<file path="src/rtl/aes_pkg.sv">
// Shared definitions for the AES encrypt-pipe arbiter: block width and the tag carried alongside each issued block.
// Latency: n/a (types and constants only).
// Backpressure: n/a.
// Contents: AES_BLOCK_W, NUM_REQ, req_id_t (requester index), tag_t ({issued, id} record per pipe slot).
package aes_pkg;

    localparam int AES_BLOCK_W = 128;
    localparam int NUM_REQ     = 2;

    typedef logic [0:0] req_id_t;

    typedef struct packed {
        logic    issued;
        req_id_t id;
    } tag_t;

endpackage

</file>
<file path="src/rtl/aes_arb_rsp_fifo.sv">
// Per-requester ciphertext response FIFO; head is presented combinationally, zero when empty.
// Latency: a block pushed at edge t is at the head from edge t; the pop takes effect on the next edge.
// Backpressure: pop is the consumer's ready; the arbiter's credits keep pushes away from a full FIFO.
// Ports: clk, rst_n (async active-low); push/push_data (write side); pop (consume head);
//        head_valid/head_data (read side); count (occupancy, feeds the credit calculation).
module aes_arb_rsp_fifo
    import aes_pkg::*;
#(
    parameter int DEPTH = 4
) (
    input  logic                       clk,
    input  logic                       rst_n,
    input  logic                       push,
    input  logic [AES_BLOCK_W-1:0]     push_data,
    input  logic                       pop,
    output logic                       head_valid,
    output logic [AES_BLOCK_W-1:0]     head_data,
    output logic [$clog2(DEPTH):0]     count
);

    localparam int PTR_W = $clog2(DEPTH);
    localparam int CNT_W = PTR_W + 1;

    logic [AES_BLOCK_W-1:0] mem [DEPTH];
    logic [PTR_W-1:0]       wr_ptr;
    logic [PTR_W-1:0]       rd_ptr;
    logic                   do_push;
    logic                   do_pop;

    assign do_push = push && (count != CNT_W'(DEPTH));
    assign do_pop  = pop && (count != '0);

    // DEPTH is a power of two, so the pointers wrap naturally.
    always_ff @(posedge clk or negedge rst_n) begin
        if (!rst_n) begin
            wr_ptr <= '0;
            rd_ptr <= '0;
            count  <= '0;
        end else begin
            if (do_push) wr_ptr <= wr_ptr + PTR_W'(1);
            if (do_pop)  rd_ptr <= rd_ptr + PTR_W'(1);
            case ({do_push, do_pop})
                2'b10:   count <= count + CNT_W'(1);
                2'b01:   count <= count - CNT_W'(1);
                default: count <= count;
            endcase
        end
    end

    // Storage needs no reset: the head is masked to zero whenever the FIFO is empty.
    always_ff @(posedge clk) begin
        if (do_push) mem[wr_ptr] <= push_data;
    end

    assign head_valid = (count != '0);
    assign head_data  = head_valid ? mem[rd_ptr] : '0;

endmodule

</file>
<file path="src/rtl/aes_enc_arbiter.sv">
// Round-robin arbiter sharing one fixed-latency AES encrypt pipe between two requesters, with per-requester response FIFOs.
// Latency: request granted in the cycle after edge t -> rsp_valid from edge t+PIPE_LAT+1 (empty FIFO).
// Backpressure: credit-based; a requester is granted only while FIFO occupancy plus in-flight blocks is below RSP_DEPTH.
// Ports: clk, rst_n; req_valid/req_ready/req0_data/req1_data (request side); pipe_ready/pipe_data_in/pipe_valid/
//        pipe_data_out (encrypt pipe); rsp_valid/rsp_ready/rsp0_data/rsp1_data (response side); err (sticky tag error).
// Optional: define AES_ARB_PERF_EN to add issue_cnt0/issue_cnt1 per-requester grant counters.
module aes_enc_arbiter
    import aes_pkg::*;
#(
    parameter int PIPE_LAT  = 2,
    parameter int RSP_DEPTH = 4
) (
    input  logic                   clk,
    input  logic                   rst_n,
    input  logic [1:0]             req_valid,
    input  logic [AES_BLOCK_W-1:0] req0_data,
    input  logic [AES_BLOCK_W-1:0] req1_data,
    output logic [1:0]             req_ready,
    output logic                   pipe_ready,
    output logic [AES_BLOCK_W-1:0] pipe_data_in,
    input  logic [AES_BLOCK_W-1:0] pipe_data_out,
    input  logic                   pipe_valid,
    output logic [1:0]             rsp_valid,
    output logic [AES_BLOCK_W-1:0] rsp0_data,
    output logic [AES_BLOCK_W-1:0] rsp1_data,
    input  logic [1:0]             rsp_ready,
    output logic                   err
`ifdef AES_ARB_PERF_EN
    ,
    output logic [31:0]            issue_cnt0,
    output logic [31:0]            issue_cnt1
`endif
);

    localparam int CNT_W = $clog2(RSP_DEPTH) + 1;
    localparam int OCC_W = $clog2(RSP_DEPTH + PIPE_LAT + 1) + 1;

    tag_t                   tag_q [PIPE_LAT];
    tag_t                   tag_out;
    logic                   last_grant;
    logic [1:0]             elig;
    logic [1:0]             grant;
    logic [CNT_W-1:0]       fifo_cnt [NUM_REQ];
    logic [OCC_W-1:0]       occ      [NUM_REQ];
    logic [1:0]             push;
    logic [1:0]             pop;
    logic [1:0]             head_vld;

    assign tag_out = tag_q[PIPE_LAT-1];

    // Credit check: buffered plus in-flight blocks must leave room for one more.
    always_comb begin
        for (int i = 0; i < NUM_REQ; i++) begin
            occ[i] = OCC_W'(fifo_cnt[i]);
            for (int k = 0; k < PIPE_LAT; k++) begin
                if (tag_q[k].issued && (tag_q[k].id == req_id_t'(i))) begin
                    occ[i] = occ[i] + OCC_W'(1);
                end
            end
            elig[i] = req_valid[i] && (occ[i] < OCC_W'(RSP_DEPTH));
        end
    end

    // last_grant==1 means requester 1 went last, so requester 0 wins a tie.
    // Grants are masked during reset so nothing is accepted while state is held clear.
    always_comb begin
        grant = 2'b00;
        if (rst_n) begin
            case (elig)
                2'b01:   grant = 2'b01;
                2'b10:   grant = 2'b10;
                2'b11:   grant = last_grant ? 2'b01 : 2'b10;
                default: grant = 2'b00;
            endcase
        end
    end

    assign req_ready    = grant;
    assign pipe_ready   = |grant;
    assign pipe_data_in = grant[0] ? req0_data :
                          grant[1] ? req1_data : '0;

    always_ff @(posedge clk or negedge rst_n) begin
        if (!rst_n) begin
            last_grant <= 1'b1;
            err        <= 1'b0;
            for (int k = 0; k < PIPE_LAT; k++) begin
                tag_q[k] <= '0;
            end
        end else begin
            if (|grant) last_grant <= grant[1];
            tag_q[0] <= '{issued: |grant, id: grant[1]};
            for (int k = 1; k < PIPE_LAT; k++) begin
                tag_q[k] <= tag_q[k-1];
            end
            // Result without a tag, or a tag whose result never came. A lost
            // result frees its credit simply by the tag leaving the pipeline.
            if (pipe_valid != tag_out.issued) err <= 1'b1;
        end
    end

    assign push[0] = pipe_valid && tag_out.issued && (tag_out.id == 1'b0);
    assign push[1] = pipe_valid && tag_out.issued && (tag_out.id == 1'b1);
    assign pop     = rsp_ready & head_vld;
    assign rsp_valid = head_vld;

    aes_arb_rsp_fifo #(.DEPTH(RSP_DEPTH)) u_rsp_fifo0 (
        .clk        (clk),
        .rst_n      (rst_n),
        .push       (push[0]),
        .push_data  (pipe_data_out),
        .pop        (pop[0]),
        .head_valid (head_vld[0]),
        .head_data  (rsp0_data),
        .count      (fifo_cnt[0])
    );

    aes_arb_rsp_fifo #(.DEPTH(RSP_DEPTH)) u_rsp_fifo1 (
        .clk        (clk),
        .rst_n      (rst_n),
        .push       (push[1]),
        .push_data  (pipe_data_out),
        .pop        (pop[1]),
        .head_valid (head_vld[1]),
        .head_data  (rsp1_data),
        .count      (fifo_cnt[1])
    );

`ifdef AES_ARB_PERF_EN
    always_ff @(posedge clk or negedge rst_n) begin
        if (!rst_n) begin
            issue_cnt0 <= '0;
            issue_cnt1 <= '0;
        end else begin
            if (grant[0]) issue_cnt0 <= issue_cnt0 + 32'd1;
            if (grant[1]) issue_cnt1 <= issue_cnt1 + 32'd1;
        end
    end
`endif

endmodule

</file>
<file path="config.mk">
export PLATFORM = sky130hd
export DESIGN_NAME = aes_enc_arbiter
export DESIGN_NICKNAME = d
export VERILOG_FILES = /design/src/rtl/aes_pkg.sv /design/src/rtl/aes_arb_rsp_fifo.sv /design/src/rtl/aes_enc_arbiter.sv
export SDC_FILE = /design/constraint.sdc
export NUM_CORES = 1
export LEC_CHECK = 0
export CAP_MARGIN = 20
export CORE_MARGIN = 1
export CORE_UTILIZATION = 47
export CTS_CLUSTER_SIZE = 20
export DETAILED_ROUTE_END_ITERATION = 16
export PLACE_DENSITY = 0.76
export SYNTH_ARGS = -nofsm -noshare
export SYNTH_HDL_FRONTEND = slang
export SYNTH_SLANG_ARGS = --single-unit
</file>
<file path="constraint.sdc">
create_clock -name clk -period 5 [get_ports clk]
set_clock_uncertainty 0.2 [all_clocks]
set_input_delay 0.5 -clock clk [delete_from_list [all_inputs] [get_ports clk]]
set_output_delay 0.5 -clock clk [all_outputs]
set_load 0.005 [all_outputs]
</file>
==> results.md, run 1 <==
* Most frequent cells after synthesis: edfxtp_1 (1024), and2_1 (266), mux4_2 (256), nand3_1 (256), a21boi_1 (130)
* Largest net degree at the start of global routing at roughly 130
* Critical Path Start Type: flip-flop
* Post-synthesis compound-gate area fraction at under 10%
* CP delay by family, top: compound AO/OA/AOI/OAI gates
* Post-Syn Area at between 40000 and 50000 um2
* Number of flops mapped to enable cells by yosys at about 1000
* Antenna Nets Post-Route at 0
* TritonCTS Buffers at between 100 and 150
* Post-DP Area at between 50000 and 60000 um2
* Largest stage delay on the critical path at about 0.61 ns
* Crit path kind: flip-flop to primary output
* Area Overhead vs Synth at 29.80%
* Io pins at between 700 and 800
* Post-synth top area cell: edfxtp_1
* Synth area leaders: edfxtp_1 (73%), mux4_2 (14%), and2_1 (3.9%)
* DR vias/cell at 5.856
* Crit path required time at 4.30 ns
* Crit path capture type: primary output
* Ys flop type: edfxtp_1
* Final hold violation count at 0
* Total grt overflow at 0
* WP data arrival at slightly below 4 ns
* Adder-Cell Fraction of Synth Area at less than 1%
* GR Util All Layers at between 20% and 30%
* Max Cap Viol at 0
* Die Width at 302.3 um
* Power Density at approximately 520 nW/um2
* CTS tree: yes
* WP buf/inv at 2
* Syn Inst Count at ~2200
* Final wirelength at ~140000 um
* Post-Syn Area per Cell at around 19 um2
* Core area at between 80000 and 90000 um2
* Initial Utilization at 47.73%
* Synth Area in Simple Gates at 7.263%
* H-tree lvl count at 3
* Max Transition Viols Final at 0
* Overall Power at about 0.029 W
* Row count at around 110
* Clk Tree Root Cell: clkbuf_16
* Initial antenna violation count at 69
* Top-area cell type share of the netlist area at between 70 and 80%
* Critical Path Fanout Max at 76
* HPWL after DPL at ~92000 um
* Distinct cells, synth at 37
* Yosys warns at 0
* Yosys reg bits at approximately 1000
* Multiplexer area fraction after synthesis at 13.60%
* Slew @ Worst Pin at approximately 1.1 ns
* Min cycle time layout at 4.628 ns
* Fmax at about 220 MHz
* Syn Nets at 2603
* Setup tns final at 0 ns
* Most common cell in the netlist: edfxtp_1
* Status: finished, final reports clean
* Slew HR at roughly 30%
* Layout cells sized above 1 at 15.46%
* Cells along the critical path: ha_1 -> a21bo_2 -> a21boi_1 -> o21a_4 -> buf_12 -> nand3_1 -> a21boi_1 -> clkdlybuf4s50_1
* Register area share after synthesis at roughly 74%
* Most frequent CP cell: a21boi_1
* Postcts setup bufs at 0
* Largest family of logic cells by synthesized area: multiplexers
* Static Leakage at around 18 nW
* Final Cycle Share at a little over 90%
* Xor/xnor share of the synthesized area at 0.2480%
* Gp weighted congestion at between 1 and 1.5
* Clock buffer depth at 3
* Vias in the first global route at ~26000
* Worst VDD drop at between 0.3 and 0.4 mV
* WL per Instance at 32.08 um
* Detailed Routing Iterations Pass 1 at 7
* Final Cell Area at 55010 um2
* Total clock sinks at ~1000
* Worst skew pair latency at 0.65 ns
* DR vias at between 20000 and 25000
* Slowest cell on crit path: clkdlybuf4s50_1
* Reg clk slew, reported paths at roughly 0.06 ns
* RSZ-0062 raised after global routing: false
* Die area at approximately 90000 um2
* Chip height at between 300 and 400 um
* Final setup viols at 0
* Worst hold-check path type: input pin to asynchronous set/reset pin
* FFs w/ async S/R, synth at under 10%
* Drt drc at 0
* Initial DRC count at ~2300
* PortBufs at 780
* First-pass GRT wire length at around 190000 um
* Fin nets at 3384
[registers in the layout, summed over array words and instances, names as in the netlist]
| name | flops |
|---|---|
| tag_out | 2 |
| u_rsp_fifo0.mem | 512 |
| last_grant | 1 |
| u_rsp_fifo0.rd_ptr | 2 |
| tag_q | 2 |
| u_rsp_fifo0.wr_ptr | 2 |
| u_rsp_fifo0.count | 3 |
| u_rsp_fifo1.rd_ptr | 2 |
| u_rsp_fifo1.count | 3 |
| u_rsp_fifo1.mem | 512 |
| err | 1 |
| u_rsp_fifo1.wr_ptr | 2 |
[layout by cell type (no fill, tap or decap), drive strengths merged, types with 6 or more instances in the layout]
cell type      netlist  routed
a21boi             130     130
and2               266     266
buf                 97      58
bufinv               0       8
clkbuf              63     124
clkdlybuf4s50        0     779
clkinv               0      37
dfrtp               19      19
diode                0      43
edfxtp            1024    1024
ha                  15      15
inv                 14      20
mux4               256     256
nand2                9       9
nand3              256     256
xnor2                6       6
xor2                 6       6
[report_power, final]
group / total (W) / internal, W / switching, W / leakage (nW)
Combinational: 0.0109 / 0.00600 / 0.00485 / 6.58
Clock: 0.00733 / 0.00418 / 0.00315 / 1.53
Sequential: 0.0105 / 0.00998 / 0.000512 / 9.45
[layer usage]
layer	vias up	share of wire, %	track usage, %	routed length [um]
met5	-	0.074	0	101
met4	16	5.9	19.31	8020
met1	12985	34	33.24	46240
met2	1258	53	50.73	72060
met3	285	7.5	6.443	10280
li1	10410	-	-	-
[cell type report]
type                            count  area [um2]
Inverter                           14       52.55
Timing Repair Buffer              838        8613
Fill cell                        6177       33770
Multi-Input combinational cell    977       10350
Tap cell                         1165        1458
Sequential cell                  1044       31270
Clock inverter                     56       505.5
Clock buffer                      124        2656
Antenna cell                       43       107.6
[metrics by stage]
step                util [%]  cells  setup slack [ns]  hold WS (ns)
floorplan                  -   2195           0.02035      0.004409
global placement       58.24   4036            0.9726        0.2573
detailed placement     58.24   4036            0.9242        0.2803
CTS                    61.81   4217            0.3319        0.2944
global route           61.95   4258            0.1930       0.03764
finish                 61.96   4261            0.3724       0.03437
[kinds of logic after synthesis]
kind of cell,after synthesis
multiplexers,256
AND/OR/NAND/NOR,545
adder cells (fa/ha/maj),17
buffers and inverters,174
XOR/XNOR,12
flip-flops,1044
AO/OA/AOI/OAI,147
[repair_timing]
item / in CTS / in global routing
endpoints found under the hold margin: 5 / 0
hold buffers: 1 / 0
gates resized for setup: 0 / 0
[final timing paths]
kind / start / slack (ns) / cells past startpoint / endpoint
hold reg to reg: err / 0.30 / 1 / err
setup reg to reg: u_rsp_fifo1.count[0] / 1.80 / 5 / u_rsp_fifo1.mem[0][101]
max in group asynchronous: rst_n / 3.56 / 4 / last_grant
min in group clk: err / 0.30 / 1 / err
setup / recovery: u_rsp_fifo0.count[0] / 0.37 / 8 / pipe_data_in[82]
hold / removal: rst_n / 0.03 / 2 / tag_q[2]
Note: power is estimated with default switching activity, not from simulation.
==> inputs of run 2 (changes only) <==
- CORE_AREA: unset -> 2 2 303 305
- CORE_MARGIN: 1 -> unset
- CORE_UTILIZATION: 47 -> unset
- DIE_AREA: unset -> 0 0 305 307
- PLACE_DENSITY: 0.76 -> 0.73
- clock period: 5 -> 4.3 ns (I/O delays scaled with it)
==> run 2 against run 1 <==
Effect of this change:
- design area is 1.1% higher
- highest routed layer unchanged
- count of clock-buffer cells in the layout is 7 lower
- power is 17% higher
- setup slack worse by 0.29 ns
- largest cell class unchanged
==> results.md, run 2 (synthesized netlist as in run 1, its figures left out) <==
* H-tree lvl count at 3
* CTS tree: yes
* Reg clk slew, reported paths at ~0.06 ns
* Largest net degree at the start of global routing at approximately 90
* FILL cells at between 6000 and 7000
* Core area at roughly 91000 um2
* Status: finished, final reports clean
* Slew @ Worst Pin at ~0.93 ns
* Final Cycle Share at approximately 98%
* Reg2reg path depth at 11
* Final wirelength at 138600 um
* Crit path kind: flip-flop to primary output
* Overall Power at ~0.034 W
* Vias in the first global route at between 20000 and 30000
* DR vias at approximately 25000
* Slew HR at a little under two fifths
* First-pass GRT wire length at approximately 190000 um
* Worst hold-check path type: input pin to asynchronous set/reset pin
* Max Cap Viol at 0
* Crit path capture type: primary output
* Chip height at between 300 and 400 um
* Worst VDD drop at 0.5212 mV
* Largest registers: u_rsp_fifo0.mem x512, u_rsp_fifo1.mem x512
* Crit path required time at around 3.7 ns
* Initial Utilization at 46.73%
* Detailed Routing Iterations Pass 1 at 5
* Io pins at approximately 780
* TritonCTS Buffers at 100
* Gp weighted congestion at roughly 1
* Critical Path Fanout Max at 27
* Final Cell Area at approximately 56000 um2
* Commonest non-fill, non-tap cell in the layout: edfxtp_1
* Die Width at 305 um
* Worst flop-to-flop path startpoint: u_rsp_fifo0.count[0]
* Power Density at about 600 nW/um2
* DR vias/cell at between 5 and 6
* Critical Path Start Type: flip-flop
* Final hold violation count at 0
* Antenna Nets Post-Route at 0
* Reg-to-reg critical path endpoint: u_rsp_fifo0.count[2]
* Most frequent cells in the layout: edfxtp_1 (1024), clkdlybuf4s50_1 (778), and2_1 (258), mux4_2 (256), nand3_1 (256)
* Reg2Reg Setup Slack at 1.11 ns
* Drt drc at 0
* GR Util All Layers at just under 30%
* Min cycle time layout at 4.215 ns
* WP data arrival at roughly 3.6 ns
* Initial DRC count at just under 2000
* Initial antenna violation count at 46
* HPWL after DPL at 94360 um
* Worst skew pair latency at approximately 0.65 ns
* Fin nets at ~3400
* WL per Instance at 32.16 um
* Clk Tree Root Cell: clkbuf_16
* Final setup viols at 0
* Clock buffer depth at 3
* Row count at 111
* Area Overhead vs Synth at 31.26%
* Static Leakage at around 18 nW
* Max Transition Viols Final at 0
* Total grt overflow at 0
* Fmax at about 240 MHz
* PortBufs at 780
* Post-DP Area at about 52000 um2
* Layout cells sized above 1 at between 15 and 20%
* Total clock sinks at 1044
* Die area at ~94000 um2
## run 2: changes by cell type in the layout (fill, tap and decap cells not counted), moves of 3 or more
cell,change
buf_4,+22
buf_12,+11
clkbuf_1,-8
diode_2,-16
a21boi_1,-4
clkbuf_8,+3
clkinv_2,+8
a21boi_2,+4
## run 2: power breakdown
part	internal, W	switching [W]
registers	0.0116	0.000387
logic	0.00720	0.00602
clock network	0.00478	0.00365
## run 2: per-layer routing
metal | global-route usage, % | up-vias | wire, um
li1 | - | 10479 | -
met1 | 32.18 | 12945 | 47120
met4 | 16.29 | 18 | 8186
met5 | 0 | - | 140
met3 | 7.298 | 249 | 10530
met2 | 51.12 | 1180 | 72660
## run 2: critical path: stages, from the launching register on
cell and delay (ns):
dfrtp_1 0.44, inv_1 0.12, ha_1 0.30, nand4bb_1 0.09
and3_1 0.31, o211ai_4 0.24, buf_12 0.23, buf_8 0.23
nand3_1 0.11, a21boi_1 0.22, clkdlybuf4s50_1 0.63
## run 2: final cells by class
class	count	area [um2]	area share, %
clock buffer	117	2618	4.705
tap	1186	1484	2.668
clock inverter	64	535.5	0.9627
inverter	14	52.55	0.09447
antenna	27	67.56	0.1215
sequential	1044	31270	56.21
timing repair buffer	880	9201	16.54
multi-input combinational	979	10400	18.70
## run 2: timing repair
item                       CTS  global route
buffers inserted             3             3
hold endpoints to repair     8             0
gates cloned                 2             4
pin swaps                    1             1
gates resized for setup      7             9
setup endpoints to repair  101           102
hold buffers                 1             0
## run 2: how the worst max path moves through the flow
stage               cells after the start                  from                    end
floorplan                               4  u_rsp_fifo0.count[0]  u_rsp_fifo0.mem[0][0]
global placement                        9  u_rsp_fifo1.count[0]       pipe_data_in[62]
detailed placement                      9  u_rsp_fifo1.count[0]      pipe_data_in[117]
CTS                                     9  u_rsp_fifo1.count[0]       pipe_data_in[96]
global route                           10  u_rsp_fifo0.count[0]       pipe_data_in[14]
finish                                 10  u_rsp_fifo0.count[0]       pipe_data_in[14]
## run 2: metrics by stage
stage	setup TNS, ns	hold WS (ns)	instances	utilization, %	setup slack [ns]
global route	-0.01169	0.2931	4303	61.32	-0.01169
global placement	0	0.2616	4090	57.48	0.5198
CTS	-0.06025	0.2231	4277	61.09	-0.03197
detailed placement	0	0.2590	4090	57.48	0.4936
finish	0	0.2738	4311	61.34	0.08497
floorplan	0	-0.06559	2195	-	0.7098
